===== src/rtl/instr_fetch.sv =====
// Instruction fetch: byte-wide reads assembled into 32-bit words,
// buffered in a small FIFO and issued to the decoder.
module instr_fetch #(
   parameter logic [31:0] RESET_PC   = 32'h0000_0000,
   parameter int          IBUF_WIDTH = 2
) (
   input  logic        clk_in,
   input  logic        rst_in,
   input  logic        rdy_in,
   input  logic        clear,
   input  logic [31:0] clear_pc,
   input  logic        dec_ready,
   output logic        to_dec_valid,
   output logic [31:0] to_dec_pc,
   output logic [31:0] to_dec_instr,
   output logic        mem_req,
   output logic [31:0] mem_addr,
   input  logic        mem_gnt,
   input  logic [7:0]  mem_rdata,
   input  logic        mem_rvalid
);

   localparam int DEPTH = 1 << IBUF_WIDTH;
   localparam logic [IBUF_WIDTH:0] FULL = (IBUF_WIDTH+1)'(DEPTH);

   typedef enum logic [1:0] {IDLE, REQ, WAIT, DRAIN} state_e;

   state_e                state_q, state_d;
   logic [31:0]           fetch_pc_q, fetch_pc_d;
   logic [1:0]            byte_q, byte_d;
   logic [31:0]           asm_q, asm_d, asm_new;
   logic [IBUF_WIDTH-1:0] rd_ptr_q, rd_ptr_d;
   logic [IBUF_WIDTH-1:0] wr_ptr_q, wr_ptr_d;
   logic [IBUF_WIDTH:0]   count_q, count_d, cnt_mid;
   logic [31:0]           pc_mem [DEPTH];
   logic [31:0]           ins_mem [DEPTH];
   logic                  push, pop;
   logic                  req_q, req_d;
   logic [31:0]           addr_q, addr_d;
   logic                  valid_q, valid_d;
   logic [31:0]           hd_pc_q, hd_pc_d;
   logic [31:0]           hd_ins_q, hd_ins_d;

   always_comb begin
      state_d    = state_q;
      fetch_pc_d = fetch_pc_q;
      byte_d     = byte_q;
      asm_d      = asm_q;
      rd_ptr_d   = rd_ptr_q;
      wr_ptr_d   = wr_ptr_q;
      push       = 1'b0;
      pop        = valid_q & dec_ready & ~clear;
      asm_new    = asm_q;
      asm_new[{byte_q, 3'b000} +: 8] = mem_rdata;

      unique case (state_q)
         IDLE: begin
            if (count_q < FULL) begin
               state_d = REQ;
               byte_d  = 2'd0;
            end
         end
         REQ: begin
            if (mem_gnt) state_d = WAIT;
         end
         WAIT: begin
            if (mem_rvalid) begin
               asm_d = asm_new;
               if (byte_q != 2'd3) begin
                  byte_d  = byte_q + 2'd1;
                  state_d = REQ;
               end else begin
                  push       = 1'b1;
                  fetch_pc_d = fetch_pc_q + 32'd4;
                  state_d    = IDLE;
               end
            end
         end
         DRAIN: begin
            if (mem_rvalid) begin
               state_d = IDLE;
               byte_d  = 2'd0;
            end
         end
         default: state_d = IDLE;
      endcase

      if (push) wr_ptr_d = wr_ptr_q + 1'b1;
      if (pop)  rd_ptr_d = rd_ptr_q + 1'b1;
      cnt_mid = count_q - {{IBUF_WIDTH{1'b0}}, pop};
      count_d = cnt_mid + {{IBUF_WIDTH{1'b0}}, push};

      // A byte still in flight must be swallowed before refetching
      if (clear) begin
         push       = 1'b0;
         fetch_pc_d = clear_pc;
         byte_d     = 2'd0;
         rd_ptr_d   = '0;
         wr_ptr_d   = '0;
         count_d    = '0;
         if ((state_q == WAIT && !mem_rvalid) ||
             (state_q == REQ && mem_gnt) ||
             (state_q == DRAIN && !mem_rvalid))
            state_d = DRAIN;
         else
            state_d = IDLE;
      end

      req_d   = (state_d == REQ);
      addr_d  = req_d ? fetch_pc_d + {30'd0, byte_d} : addr_q;
      valid_d = (count_d != '0);
      if (count_d == '0) begin
         hd_pc_d  = 32'd0;
         hd_ins_d = 32'd0;
      end else if (push && cnt_mid == '0) begin
         hd_pc_d  = fetch_pc_q;
         hd_ins_d = asm_new;
      end else begin
         hd_pc_d  = pc_mem[rd_ptr_d];
         hd_ins_d = ins_mem[rd_ptr_d];
      end
   end

   always_ff @(posedge clk_in) begin
      if (rst_in) begin
         state_q    <= IDLE;
         fetch_pc_q <= RESET_PC;
         byte_q     <= 2'd0;
         asm_q      <= 32'd0;
         rd_ptr_q   <= '0;
         wr_ptr_q   <= '0;
         count_q    <= '0;
         req_q      <= 1'b0;
         addr_q     <= 32'd0;
         valid_q    <= 1'b0;
         hd_pc_q    <= 32'd0;
         hd_ins_q   <= 32'd0;
      end else if (rdy_in) begin
         state_q    <= state_d;
         fetch_pc_q <= fetch_pc_d;
         byte_q     <= byte_d;
         asm_q      <= asm_d;
         rd_ptr_q   <= rd_ptr_d;
         wr_ptr_q   <= wr_ptr_d;
         count_q    <= count_d;
         req_q      <= req_d;
         addr_q     <= addr_d;
         valid_q    <= valid_d;
         hd_pc_q    <= hd_pc_d;
         hd_ins_q   <= hd_ins_d;
      end
   end

   always_ff @(posedge clk_in) begin
      if (!rst_in && rdy_in && push) begin
         pc_mem[wr_ptr_q]  <= fetch_pc_q;
         ins_mem[wr_ptr_q] <= asm_new;
      end
   end

   assign mem_req      = req_q;
   assign mem_addr     = addr_q;
   assign to_dec_valid = valid_q;
   assign to_dec_pc    = hd_pc_q;
   assign to_dec_instr = hd_ins_q;

endmodule

===== config.mk =====
export PLATFORM = sky130hd
export DESIGN_NAME = instr_fetch
export DESIGN_NICKNAME = d
export VERILOG_FILES = /design/src/rtl/instr_fetch.sv
export SDC_FILE = /design/constraint.sdc
export NUM_CORES = 1
export LEC_CHECK = 0
export BUFFER_PORTS_ARGS = -buffer_cell sky130_fd_sc_hd__buf_2
export CELL_PAD_IN_SITES_DETAIL_PLACEMENT = 0
export CELL_PAD_IN_SITES_GLOBAL_PLACEMENT = 2
export CORE_MARGIN = 8
export CORE_UTILIZATION = 45
export CTS_CLUSTER_SIZE = 12
export DETAILED_ROUTE_END_ITERATION = 10
export GPL_ROUTABILITY_DRIVEN = 0
export HOLD_SLACK_MARGIN = 0.02
export PLACE_DENSITY = 0.82
export SYNTH_ARGS = -nofsm -noshare
export SYNTH_HDL_FRONTEND = slang
export SYNTH_SLANG_ARGS = --single-unit

===== constraint.sdc =====
create_clock -name clk_in -period 11.15 [get_ports clk_in]
set_input_delay 2.23 -clock clk_in [delete_from_list [all_inputs] [get_ports clk_in]]
set_output_delay 2.23 -clock clk_in [all_outputs]
set_load 0.05 [all_outputs]

==> run_results.csv <==
group,metric,value,unit
run_status,status,"complete, no violations",
synthesis,yosysUniqueCellTypes,61,
synthesis,synthCells,1500,
floorplanning,core_area,0.0408,mm2
placed_design,dp.cells,2097,
synthesis,ys_seq_elements,429,
layout,register_area,0.0112,mm2
floorplanning,row_count,74,
clock_tree,cts_sinks,429,
clock_tree,htreeDepth,2,
timing,final.period_utilization,50.4,%
synthesis,async_reset_ff_share,0,%
synthesis,yosys_warnings,0,
layout,stdcell_count,2183,
synthesis,ys_seq_area_share,59.9,%
floorplanning,start_util,45.6,%
placed_design,port_buffers,144,
drt,viasPerCell,5.65,
layout,drive_gt1_share,19.1,%
power,p_leak,0.00799,uW
drt,first_iter_violations,855,
floorplanning,die_x,219,um
drt,antenna_left,0,
power,powerDensity,156,mW/mm2
power,vdd_drop_max,0.0000969,V
floorplanning,die_h,219,um
global_routing,antenna_found_initial,0,
synthesis,synth_area,0.0186,mm2
layout,most-common-layout-cells,"edfxtp_1, nor2_1, dfxtp_1",
timing,hold_violations,0,
setup_path,criticalPathCategory,"in -> reg",
drt,drcViolationCount,0,
timing,finalSetupTns,0,ns
drt,dr.pass1.iters,5,
clock_tree,cts_resized,0,
layout,area_growth,14.0,%
timing,max_slew_margin,24.2,%
power,p_total,3320,uW
timing,max_slew.worst_pin.slew,1.14,ns
placed_design,placed_area,0.0199,mm2
setup_path,worstPathArrival,6.11,ns
clock_tree,clock-root-buffer,"clkbuf_16",
synthesis,synth-edff-count,256,
job,cap_violations,0,
clock_tree,clk_latency,0.59,ns
setup_path,crit_fanout,53,
synthesis,syn_nets,1566,
clock_tree,cts_buffers,46,
layout,layout.nets,1679,
layout,final_area,0.0212,mm2
layout,antenna_cells,0,
clock_tree,cts_buffer_depth,3,
timing,report.final.setup_viol,0,
global_routing,grt_overflow,0,
timing,rsz0062_at_grt,"false",
floorplanning,pin_count,145,
timing,final_max_slew_viol_count,0,
layout,fillers,3546,
placed_design,dp_hpwl,29500,um
worst_hold_path,holdCritPathClass,"reg -> reg",
setup_path,cp-end-kind,"register",
clock_tree,post-cts-setup-buffers,0,
timing,period_minus_slack,5.62,ns
drt,drt_wl_total,48100,um
timing,clock_skew,0.0309,ns
setup_path,cp-start-kind,"primary input",
clock_tree,path_clk_slew,0.06,ns
layout,multi_input_area,0.00696,mm2
timing,max_clock_freq,0.178,GHz
synthesis,ys.flop_type,"edfxtp_1",
setup_path,cp.required,11.64,ns
layout,mostFrequentLayoutCell,"edfxtp_1",
synthesis,syn_area_per_cell,12.4,um2
global_routing,grt_max_degree,84,
global_routing,grt_pass1_vias,12444,
clock_tree,hold_buffers,0,
drt,post_drt_wl_per_cell,22.0,um
global_routing,grt_pass1_wl,74500,um
global_routing,track_usage,20.0,%
drt,vias,12324,
floorplanning,dieArea,0.0482,mm2
clock_tree,cts_tree,"done",
-- layer usage --
layer | wire length [um] | global-route usage [%] | vias to the layer above
met5 | 0 | 0 | -
met4 | 1080 | 6.27 | 0
met3 | 2090 | 2.95 | 63
met2 | 23300 | 33.4 | 266
met1 | 21600 | 26.5 | 6103
li1 | - | - | 5892
-- worst paths after layout --
kind                            cells past startpoint                             to  slack (ns)                     startpoint
worst min-delay path                                2  to_dec_instr[15]$_SDFFE_PP0P_        0.48  to_dec_instr[15]$_SDFFE_PP0P_
worst max-delay path                               11      mem_addr[25]$_SDFFE_PP0P_        5.53                          clear
worst min register to register                      2  to_dec_instr[15]$_SDFFE_PP0P_        0.48  to_dec_instr[15]$_SDFFE_PP0P_
worst max register to register                      9      mem_addr[25]$_SDFFE_PP0P_        6.80         byte_q[0]$_SDFFE_PP0P_
-- power by group --
part	total, uW	leakage, uW	switching, uW	internal, uW
combinational	182	0.00334	129	52.8
sequential	1720	0.00397	28.4	1700
clock	1420	0.000680	617	800
total	3320	0.00799	774	2550
-- critical path, stage by stage --
cell and delay (ns):
buf_2 0.09, buf_4 0.29, inv_1 0.48, buf_4 0.40, nor2_1 0.12, a31oi_1 0.26, or3b_2 0.51, nand4b_1 0.43
or4_4 0.58, or3_1 0.36, a311oi_1 0.28
-- synthesized netlist by cell type, drive strengths merged (13+ instances only) --
cell	n	area share (%)
xnor2	21	0.99
nand3	26	0.70
or4	17	0.75
ha	18	1.2
a21oi	88	2.4
nand2	36	0.73
nor3	17	0.46
dfxtp	173	19
edfxtp	256	41
a211oi	58	2.3
a31oi	13	0.55
nor2b	66	2.2
nor4	15	0.54
nor2	212	4.3
clkbuf	83	1.7
nand4	16	0.62
buf	17	0.39
mux2i	63	3.4
o31ai	13	0.52
inv	53	1.1
o21ai	18	0.48
a2bb2oi	32	1.5
o2bb2ai	32	1.5
mux4	65	7.9
-- area by class of cell --
class,count,area share [%]
clock buffers,64,5.83
clock inverters,22,0.672
inverters,53,0.937
multi-input cells,918,32.8
flip-flops and latches,429,52.5
well taps,532,3.13
repair buffers,165,4.17
-- registers in the layout (all words and copies together) (netlist names), 3 cells and up --
name	count
asm_q	32
mem_addr	32
ins_mem	128
to_dec_instr	32
to_dec_pc	32
fetch_pc_q	32
pc_mem	128
count_q	3
-- metrics by stage --
step           util, %  hold slack, ns  setup WS, ns
2_1_floorplan        -           0.455          4.82
3_3_place_gp      48.6           0.460          5.07
3_5_place_dp      48.6           0.475          4.98
4_1_cts           52.0           0.489          5.58
5_1_grt           52.0           0.503          5.29
6_report          52.0           0.481          5.53
-- cells by family after synthesis --
logic type	after synthesis	synth area share [%]
AO/OA/AOI/OAI	286	10.7
XOR/XNOR	30	1.41
adder cells (fa/ha/maj)	19	1.32
buffers and inverters	153	3.13
flip-flops	429	59.9
multiplexers	130	11.4
AND/OR/NAND/NOR	453	12.2
Power figures use the tool's default switching activity.
